### config.mk
export PLATFORM = sky130hd
export DESIGN_NAME = router_out_fifo
export DESIGN_NICKNAME = d
export VERILOG_FILES = /design/src/rtl/router_pkg.sv /design/src/rtl/router_fifo_timer.sv /design/src/rtl/router_out_fifo.sv
export SDC_FILE = /design/constraint.sdc
export NUM_CORES = 1
export LEC_CHECK = 0
export ABC_AREA = 1
export BUFFER_PORTS_ARGS = -buffer_cell sky130_fd_sc_hd__buf_2
export CORE_ASPECT_RATIO = 0.6
export CORE_MARGIN = 10
export CORE_UTILIZATION = 60
export CTS_CLUSTER_SIZE = 24
export DETAILED_ROUTE_END_ITERATION = 8
export PLACE_DENSITY = 0.85
export SLEW_MARGIN = 10
export SYNTH_ARGS = -nofsm -noshare
export SYNTH_HDL_FRONTEND = slang
export SYNTH_SLANG_ARGS = --single-unit
### constraint.sdc
create_clock -name clock -period 4 [get_ports clock]
set_input_delay 0 -clock clock [delete_from_list [all_inputs] [get_ports clock]]
set_output_delay 0 -clock clock [all_outputs]
set_load 0.01 [all_outputs]
### src/rtl/router_pkg.sv
// Shared constants for the router output FIFO: default geometry, read
// timeout, and where the header flag and packet length live in an entry.
package router_pkg;

    localparam int DEFAULT_WIDTH   = 8;
    localparam int DEFAULT_DEPTH   = 16;
    localparam int DEFAULT_TIMEOUT = 30;

    // Header byte layout: bits [7:2] carry the payload length.
    localparam int PKT_LEN_MSB = 7;
    localparam int PKT_LEN_LSB = 2;
    localparam int PKT_CNT_W   = 6;

    // The header flag is stored one bit above the payload byte.
    function automatic int hdr_flag_bit(input int width);
        return width;
    endfunction

endpackage

### src/rtl/router_fifo_timer.sv
// Read-timeout watchdog: counts consecutive cycles where data waits unread
// and requests a flush, echoed one cycle later as the soft_reset pulse.
module router_fifo_timer
    import router_pkg::*;
#(
    parameter int TIMEOUT = DEFAULT_TIMEOUT
) (
    input  logic clock,
    input  logic resetn,
    input  logic vld,
    input  logic rd_enb,
    output logic flush,
    output logic soft_reset
);

    localparam int CW = $clog2(TIMEOUT + 1);
    localparam logic [CW-1:0] CNT_LAST = CW'(TIMEOUT - 1);
    localparam logic [CW-1:0] CNT_ONE  = CW'(1);

    logic [CW-1:0] count_reg, count_next;
    logic          soft_reset_reg;
    logic          waiting;

    assign waiting    = vld && !rd_enb;
    assign flush      = waiting && (count_reg == CNT_LAST);
    assign soft_reset = soft_reset_reg;

    always_comb begin
        count_next = count_reg;
        if (!waiting || flush) begin
            count_next = '0;
        end else begin
            count_next = count_reg + CNT_ONE;
        end
    end

    always_ff @(posedge clock or negedge resetn) begin
        if (!resetn) begin
            count_reg      <= '0;
            soft_reset_reg <= 1'b0;
        end else begin
            count_reg      <= count_next;
            soft_reset_reg <= flush;
        end
    end

endmodule

### src/rtl/router_out_fifo.sv
// Per-port router output FIFO: header-tagged byte storage, registered read
// data, packet length tracking and a read-timeout flush.
module router_out_fifo
    import router_pkg::*;
#(
    parameter int WIDTH   = DEFAULT_WIDTH,
    parameter int DEPTH   = DEFAULT_DEPTH,
    parameter int TIMEOUT = DEFAULT_TIMEOUT
) (
    input  logic             clock,
    input  logic             resetn,
    input  logic             write_enb,
    input  logic             lfd_state,
    input  logic [WIDTH-1:0] data_in,
    input  logic             rd_enb,
    output logic [WIDTH-1:0] data_out,
    output logic             vld_out,
    output logic             full,
    output logic             empty,
    output logic             soft_reset
);

    localparam int AW       = $clog2(DEPTH);
    localparam int FLAG_BIT = hdr_flag_bit(WIDTH);
    localparam logic [AW:0]          PTR_ONE = (AW + 1)'(1);
    localparam logic [PKT_CNT_W-1:0] PKT_ONE = PKT_CNT_W'(1);

    logic [WIDTH:0] mem [DEPTH];

    logic [AW:0]          wr_ptr_reg, wr_ptr_next;
    logic [AW:0]          rd_ptr_reg, rd_ptr_next;
    logic [WIDTH-1:0]     data_out_reg, data_out_next;
    logic [PKT_CNT_W-1:0] pkt_cnt_reg, pkt_cnt_next;
    logic [WIDTH:0]       rd_entry;
    logic                 flush;
    logic                 do_write;
    logic                 do_read;

    // The extra wrap bit separates a full ring from an empty one.
    assign empty   = (wr_ptr_reg == rd_ptr_reg);
    assign full    = (wr_ptr_reg[AW-1:0] == rd_ptr_reg[AW-1:0]) &&
                     (wr_ptr_reg[AW] != rd_ptr_reg[AW]);
    assign vld_out = !empty;

    assign do_write = write_enb && !full && !flush;
    assign do_read  = rd_enb && !empty && !flush;
    assign rd_entry = mem[rd_ptr_reg[AW-1:0]];
    assign data_out = data_out_reg;

    router_fifo_timer #(
        .TIMEOUT(TIMEOUT)
    ) u_timer (
        .clock     (clock),
        .resetn    (resetn),
        .vld       (vld_out),
        .rd_enb    (rd_enb),
        .flush     (flush),
        .soft_reset(soft_reset)
    );

    always_comb begin
        wr_ptr_next   = wr_ptr_reg;
        rd_ptr_next   = rd_ptr_reg;
        data_out_next = data_out_reg;
        pkt_cnt_next  = pkt_cnt_reg;
        if (flush) begin
            wr_ptr_next   = '0;
            rd_ptr_next   = '0;
            data_out_next = '0;
            pkt_cnt_next  = '0;
        end else begin
            if (do_write) begin
                wr_ptr_next = wr_ptr_reg + PTR_ONE;
            end
            if (do_read) begin
                rd_ptr_next   = rd_ptr_reg + PTR_ONE;
                data_out_next = rd_entry[WIDTH-1:0];
                // Header load covers the payload plus the trailing parity byte.
                if (rd_entry[FLAG_BIT]) begin
                    pkt_cnt_next = rd_entry[PKT_LEN_MSB:PKT_LEN_LSB] + PKT_ONE;
                end else if (pkt_cnt_reg != '0) begin
                    pkt_cnt_next = pkt_cnt_reg - PKT_ONE;
                end
            end
        end
    end

    always_ff @(posedge clock or negedge resetn) begin
        if (!resetn) begin
            wr_ptr_reg   <= '0;
            rd_ptr_reg   <= '0;
            data_out_reg <= '0;
            pkt_cnt_reg  <= '0;
        end else begin
            wr_ptr_reg   <= wr_ptr_next;
            rd_ptr_reg   <= rd_ptr_next;
            data_out_reg <= data_out_next;
            pkt_cnt_reg  <= pkt_cnt_next;
        end
    end

    // Storage is deliberately left out of reset; pointers guard stale reads.
    always_ff @(posedge clock) begin
        if (do_write) begin
            mem[wr_ptr_reg[AW-1:0]] <= {lfd_state, data_in};
        end
    end

endmodule
==> flow_metrics.env, run 1 <==
export IMPL_run_status="finished with violations"
export IMPL_failing_checks="hold timing"
export IMPL_endpoint_kind="flop"
export IMPL_tritoncts="built"
export IMPL_num_vias=4507
export IMPL_grt_antenna_before_repair=0
export IMPL_worst_ep_required_time_ns=4.05
export IMPL_timing_slew_headroom_pct=49.7
export IMPL_critPathSlowestCell="sky130_fd_sc_hd__nor2_1"
export IMPL_post_cts_resize_count=0
export IMPL_p_per_area_nw_per_um2=741
export IMPL_layout_area_overhead_vs_synth_pct=12.9
export IMPL_synthesis_nets=600
export IMPL_most_area_hungry_cell_type_in_the_yosys_netlist="sky130_fd_sc_hd__edfxtp_1"
export IMPL_main_flop_type_after_synthesis="sky130_fd_sc_hd__edfxtp_1"
export IMPL_yosysSeqAreaShare_pct=68.7
export IMPL_seq_area_um2=4450
export IMPL_critical_path_reg2reg_startpoint="rd_ptr_reg[2]$_DFFE_PN0P_"
export IMPL_fillCellCount=696
export IMPL_total_power_mw=5.41
export IMPL_dp_hpwl_um=9310
export IMPL_setup_viol_count_final=0
export IMPL_critPathLaunchType="flop"
export IMPL_slew_violations=0
export IMPL_root_buffer="sky130_fd_sc_hd__clkbuf_16"
export IMPL_grt_first_pass_wirelength_um=23100
export IMPL_grt_remaining_overflow=0
export IMPL_p_leak_nw=2.87
export IMPL_ctsHtreeMaxLevel=4
export IMPL_grt_max_degree=65
export IMPL_synthTopCellsByArea="sky130_fd_sc_hd__edfxtp_1, sky130_fd_sc_hd__nand2_1, sky130_fd_sc_hd__nand3_1, sky130_fd_sc_hd__dfrtp_1, sky130_fd_sc_hd__ha_1"
export IMPL_hold_viol=2
export IMPL_unrepaired_setup_endpoints_after_global_routing="false"
export IMPL_critical_path_cell_count=9
export IMPL_top_cell_types_by_occurrence_after_synthesis="sky130_fd_sc_hd__nand2_1, sky130_fd_sc_hd__nand3_1, sky130_fd_sc_hd__edfxtp_1, sky130_fd_sc_hd__dfrtp_1, sky130_fd_sc_hd__nor2_1"
export IMPL_worstPathCellList="buf_4, inv_2, nand2_1, nand2_1, nor2_4, nand3_4, nand3_2, nand2_4, nor2_1"
export IMPL_crit_path_max_incr_delay_ns=0.63
export IMPL_clock_sinks=152
export IMPL_track_usage_pct=19.5
export IMPL_crit_end="mem[0][4]$_DFFE_PP_"
export IMPL_core_region_area_um2=10600
export IMPL_synth_edf_count=128
export IMPL_cts_hold_buf=7
export IMPL_max_cap_violations=0
export IMPL_fin_nets=624
export IMPL_yosys_warnings=0
export IMPL_grt_pass1_vias=4237
export IMPL_fmax_mhz=364
export IMPL_gp_routability_congestion=0.927
export IMPL_remaining_drc_errors=0
export IMPL_reg2reg_to="mem[0][4]$_DFFE_PP_"
export IMPL_timing_worst_setup_path_type="reg -> reg"
export IMPL_tritoncts_buffers=17
export IMPL_largest_register_ffs=128
export IMPL_design_die_area_um2=15500
export IMPL_worst_r2r_setup_slack_ns=1.25
export IMPL_post_synth_cell_area_avg_um2=11.2
export IMPL_synthDistinctLibCells=23
export IMPL_core_rowCount=29
export IMPL_setup_worst_path_start="rd_ptr_reg[2]$_DFFE_PN0P_"
export IMPL_multiInputGateArea_um2=1790
export IMPL_timing_final_crit_period_ns=2.75
export IMPL_worst_path_most_repeated_cell="sky130_fd_sc_hd__nand2_1"
export IMPL_pin_count=25
export IMPL_async_reset_ff_share_pct=15.8
export IMPL_clk_transition_reported_paths_ns=0.06
export IMPL_syn_cell_area_um2=6470
export IMPL_postSynthRegisterBits=152
export IMPL_finalWirelength_um=15000
export IMPL_fin_worst_skew_ns=0.0120
export IMPL_tightest_slew_ns=0.751
export IMPL_period_share_pct=68.7
export IMPL_routed_wire_length_per_instance_um=19.9
export IMPL_buffer_and_inverter_count_on_the_worst_path=2
export IMPL_crit_path_max_fanout=22
export IMPL_cts_repair_timing_setup_buffer_count=0
export IMPL_avgViaCountPerCell=5.96
export IMPL_die_width_um=154
export IMPL_critPathArrivalTime_ns=2.80
export IMPL_final_core_util_pct=69.2
export IMPL_synth_top_area_share_pct=59.4
export IMPL_drive_above_1_share_pct=13.9
export IMPL_drt_pre_antenna_iters=5
export IMPL_die_h_um=100
export IMPL_clk_latency_ns=0.43
export IMPL_reg2reg_depth=9
export IMPL_max_clock_path_buffers=2
export IMPL_antenna_diode_count=0
export IMPL_synth_most_common_cell="sky130_fd_sc_hd__nand2_1"
export IMPL_fin_tns_setup_ns=0
export IMPL_finalHoldWorstSlack_ns=-0.00284
export IMPL_initial_core_util_pct=61.3
export IMPL_drt_initial_drc_count=652
export IMPL_detail_route_antenna_nets=0
export IMPL_timing_critical_path_max_delay_family="simple AND/OR/NAND/NOR gates"
export IMPL_place_port_buffers=23
export IMPL_hp_class="in -> reg"
export IMPL_vdd_ir_drop_max_v=0.000468
export IMPL_post_synth_inst_count=580
how the worst min path moves through the flow:
stage / start / to / slack, ns / cells after the start
6_report: data_in[6] / mem[7][6]$_DFFE_PP_ / -0.003 / 1
5_1_grt: data_in[5] / mem[15][5]$_DFFE_PP_ / 0.003 / 1
4_1_cts: data_in[2] / mem[15][2]$_DFFE_PP_ / 0.00004 / 1
3_5_place_dp: resetn / u_timer.count_reg[2]$_DFF_PN0_ / 0.006 / 1
3_3_place_gp: resetn / u_timer.count_reg[2]$_DFF_PN0_ / -0.002 / 1
2_1_floorplan: resetn / data_out[0]$_DFFE_PN0P_ / -0.30 / 0
power by group:
part / switching, mW / internal (mW) / total (mW)
Combinational: 1.19 / 0.511 / 1.70
Clock: 0.651 / 0.911 / 1.56
Sequential: 0.210 / 1.94 / 2.15
Total: 2.05 / 3.36 / 5.41
routing by layer:
layer | track usage (%) | routed length [µm]
met5 | 0 | 0
met4 | 6.29 | 238
met3 | 6.28 | 1780
met2 | 29.1 | 6790
met1 | 26.6 | 6220
metrics by stage:
| step | setup slack (ns) | instance area, µm² | hold slack, ns | instances |
|---|---|---|---|---|
| global placement | 1.38 | 6640 | -0.00222 | 716 |
| global route | 1.04 | 7300 | 0.00337 | 756 |
| floorplan | 2.13 | 6470 | -0.296 | 580 |
| CTS | 1.27 | 7290 | 0.0000442 | 755 |
| finish | 1.25 | 7300 | -0.00284 | 756 |
| detailed placement | 1.29 | 6640 | 0.00637 | 716 |
cells by family (layout without fill, tap and decap cells):
logic type / count (synthesis) / after routing / share of synthesized area, %
adders and majority gates: 7 / 7 / 1.35
AOI/OAI and AO/OA: 4 / 4 / 0.367
xor gates and xnor gates: 10 / 10 / 1.35
and+or+nand+nor: 356 / 356 / 24.6
buffers and inverters: 51 / 88 / 3.62
DFF: 152 / 152 / 68.7
cells in the final DEF, fill, tap and decap left out, types with 2 or more instances in the layout:
| master | count |
|---|---|
| sky130_fd_sc_hd__buf_2 | 23 |
| sky130_fd_sc_hd__o21ai_0 | 3 |
| sky130_fd_sc_hd__clkinv_2 | 2 |
| sky130_fd_sc_hd__buf_4 | 5 |
| sky130_fd_sc_hd__edfxtp_1 | 128 |
| sky130_fd_sc_hd__nand2_1 | 187 |
| sky130_fd_sc_hd__nand3_2 | 2 |
| sky130_fd_sc_hd__nor2_4 | 2 |
| sky130_fd_sc_hd__clkbuf_16 | 20 |
| sky130_fd_sc_hd__nand3_1 | 137 |
| sky130_fd_sc_hd__nand2_4 | 2 |
| sky130_fd_sc_hd__inv_4 | 2 |
| sky130_fd_sc_hd__inv_6 | 4 |
| sky130_fd_sc_hd__nor2_2 | 10 |
| sky130_fd_sc_hd__nor2_1 | 14 |
| sky130_fd_sc_hd__inv_1 | 12 |
| sky130_fd_sc_hd__dfrtp_1 | 23 |
| sky130_fd_sc_hd__clkinvlp_4 | 2 |
| sky130_fd_sc_hd__ha_1 | 7 |
| sky130_fd_sc_hd__dlygate4sd3_1 | 8 |
| sky130_fd_sc_hd__inv_2 | 8 |
| sky130_fd_sc_hd__xor2_1 | 9 |
layout make-up:
class / instances / share of cell area (%)
Clock buffer: 21 / 6.90
Clock inverter: 11 / 1.11
Inverter: 20 / 1.03
Multi-Input combinational cell: 377 / 24.5
Sequential cell: 152 / 60.9
Tap cell: 139 / 2.38
Timing Repair Buffer: 36 / 3.19
No activity file was read; power rests on OpenSTA's default activity.
==> run 2: changes to the inputs <==
--- a/config.mk
+++ b/config.mk
@@ -9,10 +9,10 @@
 export BUFFER_PORTS_ARGS = -buffer_cell sky130_fd_sc_hd__buf_2
 export CORE_ASPECT_RATIO = 0.6
 export CORE_MARGIN = 10
-export CORE_UTILIZATION = 60
+export CORE_UTILIZATION = 55
 export CTS_CLUSTER_SIZE = 24
 export DETAILED_ROUTE_END_ITERATION = 8
-export PLACE_DENSITY = 0.85
+export PLACE_DENSITY = 0.82
 export SLEW_MARGIN = 10
 export SYNTH_ARGS = -nofsm -noshare
 export SYNTH_HDL_FRONTEND = slang
==> constraint.sdc (replaced) <==
create_clock -name clock -period 2.2 [get_ports clock]
set_input_delay 0 -clock clock [delete_from_list [all_inputs] [get_ports clock]]
set_output_delay 0 -clock clock [all_outputs]
set_load 0.01 [all_outputs]
==> flow_metrics.env, run 2 (synthesized netlist as in run 1, its figures left out) <==
export IMPL_drt_pre_antenna_iters=6
export IMPL_critical_path_reg2reg_startpoint="wr_ptr_reg[1]$_DFFE_PN0P_"
export IMPL_grt_remaining_overflow=0
export IMPL_max_cap_violations=0
export IMPL_layout_area_overhead_vs_synth_pct=15.0
export IMPL_die_width_um=160
export IMPL_grt_max_degree=65
export IMPL_crit_path_max_fanout=16
export IMPL_hp_start="data_in[7]"
export IMPL_final_core_util_pct=65.2
export IMPL_grt_first_pass_wirelength_um=24800
export IMPL_pin_count=25
export IMPL_met3_usage_pct=5.22
export IMPL_mostFrequentLayoutCell="sky130_fd_sc_hd__nand2_1"
export IMPL_fin_nets=636
export IMPL_fin_worst_skew_ns=0.00424
export IMPL_timing_worst_setup_path_type="reg -> reg"
export IMPL_finalInstanceArea_um2=7440
export IMPL_avgViaCountPerCell=5.85
export IMPL_failing_checks="setup timing"
export IMPL_cts_repair_timing_setup_buffer_count=0
export IMPL_numPlacedInstances=750
export IMPL_tightest_slew_ns=0.671
export IMPL_drt_initial_drc_count=666
export IMPL_timing_slew_headroom_pct=55.3
export IMPL_unrepaired_setup_endpoints_after_global_routing="true"
export IMPL_run_status="finished with violations"
export IMPL_ctsHtreeMaxLevel=4
export IMPL_design_die_area_um2=16600
export IMPL_place_port_buffers=23
export IMPL_fin_tns_setup_ns=-0.0510
export IMPL_grt_most_used_layer="met2"
export IMPL_tritoncts_buffers=17
export IMPL_root_buffer="sky130_fd_sc_hd__clkbuf_16"
export IMPL_max_clock_path_buffers=2
export IMPL_p_leak_nw=2.92
export IMPL_total_power_mw=10.0
export IMPL_core_rowCount=30
export IMPL_gp_routability_congestion=0.856
export IMPL_detail_route_antenna_nets=0
export IMPL_largest_register_ffs=128
export IMPL_critPathLaunchType="flop"
export IMPL_critPathSlowestCell="sky130_fd_sc_hd__dfrtp_1"
export IMPL_timing_final_crit_period_ns=2.21
export IMPL_slew_violations=0
export IMPL_placed_cell_area_um2=6760
export IMPL_hp_class="in -> reg"
export IMPL_globalRouteMet1Util_pct=26.8
export IMPL_grt_met2_usage_pct=29.1
export IMPL_hold_viol=0
export IMPL_initial_core_util_pct=56.7
export IMPL_clk_latency_ns=0.43
export IMPL_grt_pass1_vias=4456
export IMPL_p_per_area_nw_per_um2=1350
export IMPL_finalWirelength_um=16100
export IMPL_layout_cells_non_filler=789
export IMPL_dp_worst_setup_slack_ns=0.0717
export IMPL_grt_antenna_before_repair=0
export IMPL_core_region_area_um2=11400
export IMPL_critPathArrivalTime_ns=2.28
export IMPL_antenna_diode_count=0
export IMPL_track_usage_pct=19.5
export IMPL_endpoint_kind="flop"
export IMPL_vdd_ir_drop_max_v=0.000880
export IMPL_dp_hpwl_um=9860
export IMPL_tritoncts="built"
export IMPL_num_vias=4612
export IMPL_post_route_worst_setup_slack_ns=-0.00709
export IMPL_crit_path_max_incr_delay_ns=0.45
export IMPL_finalHoldWorstSlack_ns=0.0221
export IMPL_remaining_drc_errors=0
export IMPL_worst_ep_required_time_ns=2.28
export IMPL_period_share_pct=100
export IMPL_most_common_layout_cells="sky130_fd_sc_hd__nand2_1, sky130_fd_sc_hd__nand3_1, sky130_fd_sc_hd__edfxtp_1, sky130_fd_sc_hd__dfrtp_1, sky130_fd_sc_hd__buf_2"
export IMPL_setup_viol_count_final=8
export IMPL_routed_wire_length_per_instance_um=20.5
export IMPL_die_h_um=104
export IMPL_setup_worst_path_start="wr_ptr_reg[1]$_DFFE_PN0P_"
export IMPL_clk_transition_reported_paths_ns=0.06
export IMPL_clock_sinks=152
export IMPL_fmax_mhz=453
export IMPL_drive_above_1_share_pct=15.6
export IMPL_worstPathCellList="inv_1, nand2_1, nand2_1, nor2_4, nand3_2, nand2_4, inv_2, nand2_4, nor2_2"
[run 2: cell count changes in the layout (fill, tap and decap cells not counted), moves of 2 or more]
cell / delta
sky130_fd_sc_hd__clkbuf_16: -3
sky130_fd_sc_hd__nor2_2: -5
sky130_fd_sc_hd__nor2_4: +5
sky130_fd_sc_hd__bufinv_16: +2
sky130_fd_sc_hd__inv_4: -2
sky130_fd_sc_hd__inv_6: -3
sky130_fd_sc_hd__clkinvlp_4: +3
sky130_fd_sc_hd__clkbuf_8: +2
sky130_fd_sc_hd__buf_4: +13
[run 2: area by class of cell]
class                   instances  area, µm²
flip-flops and latches        152       4450
fillers                       840       3970
multi-input cells             377       1820
clock buffers                  20        457
repair buffers                 48        320
well taps                     160        200
clock inverters                12        125
inverters                      20       75.1
[run 2: timing repair]
action / in CTS / in global routing
endpoints found under the setup margin: 0 / 56
hold endpoints to repair: 84 / 0
hold buffers: 7 / 0
resized for setup: 0 / 5
[run 2: worst max-delay path, delay by kind of cell (launching register included)]
family	cells	cell delay, ns
and+or+nand+nor	7	1.08
DFF	1	0.45
buffers and inverters	2	0.30
[run 2: layer usage]
metal / routed length (µm) / vias up
met5: 0 / -
met2: 7290 / 350
li1: - / 2059
met1: 6480 / 2175
met3: 2120 / 28
met4: 261 / 0
[run 2: worst paths after layout]
check | slack (ns) | cells after the start | end
max | -0.007 | 9 | mem[7][2]$_DFFE_PP_
min | 0.02 | 1 | mem[5][7]$_DFFE_PP_
max reg2reg | -0.007 | 9 | mem[7][2]$_DFFE_PP_
min reg2reg | 0.48 | 2 | data_out[6]$_DFFE_PN0P_
max in group asynchronous | 1.69 | 2 | rd_ptr_reg[0]$_DFFE_PN0P_
min in group asynchronous | 0.10 | 2 | u_timer.count_reg[1]$_DFF_PN0_
[run 2: where the power goes]
part           internal (mW)  leakage, nW  switching, mW  total [mW]
Clock                   1.72        0.272           1.17        2.89
Sequential              3.53         1.46          0.245        3.77
Combinational           1.02         1.18           2.35        3.37
==> run 3: changes to the inputs <==
--- a/config.mk
+++ b/config.mk
@@ -9,10 +9,11 @@
 export BUFFER_PORTS_ARGS = -buffer_cell sky130_fd_sc_hd__buf_2
 export CORE_ASPECT_RATIO = 0.6
 export CORE_MARGIN = 10
-export CORE_UTILIZATION = 55
+export CORE_UTILIZATION = 58
+export CTS_BUF_LIST = sky130_fd_sc_hd__clkbuf_8
 export CTS_CLUSTER_SIZE = 24
 export DETAILED_ROUTE_END_ITERATION = 8
-export PLACE_DENSITY = 0.82
+export PLACE_DENSITY = 0.85
 export SLEW_MARGIN = 10
 export SYNTH_ARGS = -nofsm -noshare
 export SYNTH_HDL_FRONTEND = slang
==> flow_metrics.env, run 3 (synthesized netlist as in run 1, its figures left out) <==
export IMPL_run_status="finished with violations"
export IMPL_failing_checks="setup timing"
export IMPL_grt_antenna_before_repair=0
export IMPL_fin_nets=642
export IMPL_vdd_ir_drop_max_v=0.00120
export IMPL_gp_routability_congestion=0.945
export IMPL_place_port_buffers=23
export IMPL_dp_hpwl_um=9670
export IMPL_num_vias=4551
export IMPL_tritoncts_buffers=17
export IMPL_hold_viol=0
export IMPL_p_leak_nw=2.86
export IMPL_clock_sinks=152
export IMPL_root_buffer="sky130_fd_sc_hd__clkbuf_8"
export IMPL_critPathLaunchType="flop"
export IMPL_clk_latency_ns=0.46
export IMPL_avgViaCountPerCell=5.88
export IMPL_cts_repair_timing_setup_buffer_count=0
export IMPL_most_common_layout_cells="sky130_fd_sc_hd__nand2_1, sky130_fd_sc_hd__nand3_1, sky130_fd_sc_hd__edfxtp_1, sky130_fd_sc_hd__dfrtp_1, sky130_fd_sc_hd__buf_2"
export IMPL_worst_ep_required_time_ns=2.29
export IMPL_tightest_slew_ns=0.679
export IMPL_p_comb_share_pct=36.4
export IMPL_dp_worst_setup_slack_ns=0.114
export IMPL_p_per_area_nw_per_um2=1270
export IMPL_grt_max_degree=65
export IMPL_core_rowCount=29
export IMPL_power_share_switching_pct=39.4
export IMPL_power_net_switching_mw=3.62
export IMPL_endpoint_kind="flop"
export IMPL_finalInstanceArea_um2=7250
export IMPL_fmax_mhz=454
export IMPL_placed_cell_area_um2=6750
export IMPL_finalWirelength_um=15100
export IMPL_timing_worst_setup_path_type="reg -> reg"
export IMPL_power_internal_mw=5.56
export IMPL_critPathArrivalTime_ns=2.29
export IMPL_sequentialPowerShare_pct=40.9
export IMPL_drive_above_1_share_pct=15.7
export IMPL_fillCellCount=762
export IMPL_initial_core_util_pct=60.2
export IMPL_setup_viol_count_final=2
export IMPL_mostFrequentLayoutCell="sky130_fd_sc_hd__nand2_1"
export IMPL_period_share_pct=100
export IMPL_hp_class="in -> async"
export IMPL_unrepaired_setup_endpoints_after_global_routing="true"
export IMPL_tritoncts="built"
export IMPL_max_cap_violations=0
export IMPL_grt_remaining_overflow=0
export IMPL_die_width_um=156
export IMPL_clk_transition_reported_paths_ns=0.09
export IMPL_routed_wire_length_per_instance_um=19.5
export IMPL_crit_path_max_fanout=16
export IMPL_die_h_um=102
export IMPL_clock_power_share_pct=22.7
export IMPL_drt_initial_drc_count=647
export IMPL_grt_pass1_vias=4422
export IMPL_pin_count=25
export IMPL_ctsHtreeMaxLevel=4
export IMPL_antenna_diode_count=0
export IMPL_detail_route_antenna_nets=0
export IMPL_grt_first_pass_wirelength_um=23700
export IMPL_slew_violations=0
export IMPL_core_region_area_um2=10700
export IMPL_design_die_area_um2=15900
export IMPL_timing_slew_headroom_pct=54.7
export IMPL_largest_register_ffs=128
export IMPL_remaining_drc_errors=0
export IMPL_timing_final_crit_period_ns=2.20
export IMPL_drt_pre_antenna_iters=6
export IMPL_max_clock_path_buffers=2
export IMPL_layout_area_overhead_vs_synth_pct=12.1
export IMPL_track_usage_pct=19.6
export IMPL_fin_worst_skew_ns=0.0140
export IMPL_post_route_worst_setup_slack_ns=-0.00428
export IMPL_reg2reg_depth=9
==> run 3: final timing paths <==
| check | start | slack [ns] | endpoint |
|---|---|---|---|
| setup / recovery | wr_ptr_reg[1]$_DFFE_PN0P_ | -0.004 | mem[5][0]$_DFFE_PP_ |
| hold / removal | resetn | 0.11 | rd_ptr_reg[4]$_DFFE_PN0P_ |
| setup reg to reg | wr_ptr_reg[1]$_DFFE_PN0P_ | -0.004 | mem[5][0]$_DFFE_PP_ |
| hold reg to reg | data_out[1]$_DFFE_PN0P_ | 0.48 | data_out[1]$_DFFE_PN0P_ |
| max in group asynchronous | resetn | 1.66 | rd_ptr_reg[0]$_DFFE_PN0P_ |
| min in group clock | write_enb | 0.42 | wr_ptr_reg[4]$_DFFE_PN0P_ |
==> run 3: critical path, stage by stage (launching register included) <==
cell and delay [ns]:
sky130_fd_sc_hd__dfrtp_1 0.46, sky130_fd_sc_hd__inv_1 0.15, sky130_fd_sc_hd__nand2_1 0.08, sky130_fd_sc_hd__nand2_1 0.12, sky130_fd_sc_hd__nor2_4 0.06, sky130_fd_sc_hd__nand3_2 0.12, sky130_fd_sc_hd__nand2_4 0.09, sky130_fd_sc_hd__inv_2 0.13
sky130_fd_sc_hd__nand2_4 0.17, sky130_fd_sc_hd__nor2_2 0.46
==> run 3: metrics by stage <==
| stage | utilization, % | TNS, ns | cells | power, mW | hold slack, ns |
|---|---|---|---|---|---|
| finish | 67.5 | -0.00823 | 774 | 9.19 | 0.112 |
| floorplan | - | 0 | 580 | 6.01 | -0.296 |
| global route | 67.5 | -4.77 | 774 | 9.68 | 0.142 |
| CTS | 67.5 | 0 | 774 | 9.11 | 0.0879 |
| detailed placement | 62.8 | 0 | 731 | 7.04 | 0.0272 |
| global placement | 62.8 | 0 | 731 | 6.89 | 0.00424 |
==> run 3: area by class of cell <==
class                           instances  area (µm²)  share of cell area (%)
Sequential cell                       152        4450                    61.3
Multi-Input combinational cell        377        1800                    24.8
Timing Repair Buffer                   54         375                    5.18
Clock buffer                           17         234                    3.23
Tap cell                              139         174                    2.40
Clock inverter                         15         151                    2.09
Inverter                               20        75.1                    1.04
==> run 3: layer usage <==
layer	wire, µm	up-vias	track usage (%)
li1	-	2072	-
met1	6230	2154	26.4
met2	6840	282	29.4
met3	1650	43	5.71
met4	376	0	8.23
met5	0	-	0
==> run 3: repair_timing <==
action                                  4_1_cts  5_1_grt
gates resized for setup                       0        1
hold endpoints to repair                    167        0
hold buffers                                 11        0
endpoints found under the setup margin        0       80
==> run 3: power groups by stage <==
stage / logic, mW / registers [mW] / clock network (mW)
4_1_cts: 3.26 / 3.75 / 2.10
2_1_floorplan: 2.25 / 3.76 / 0
3_3_place_gp: 3.12 / 3.78 / 0
3_5_place_dp: 3.24 / 3.80 / 0
6_report: 3.35 / 3.76 / 2.08
5_1_grt: 3.67 / 3.79 / 2.22
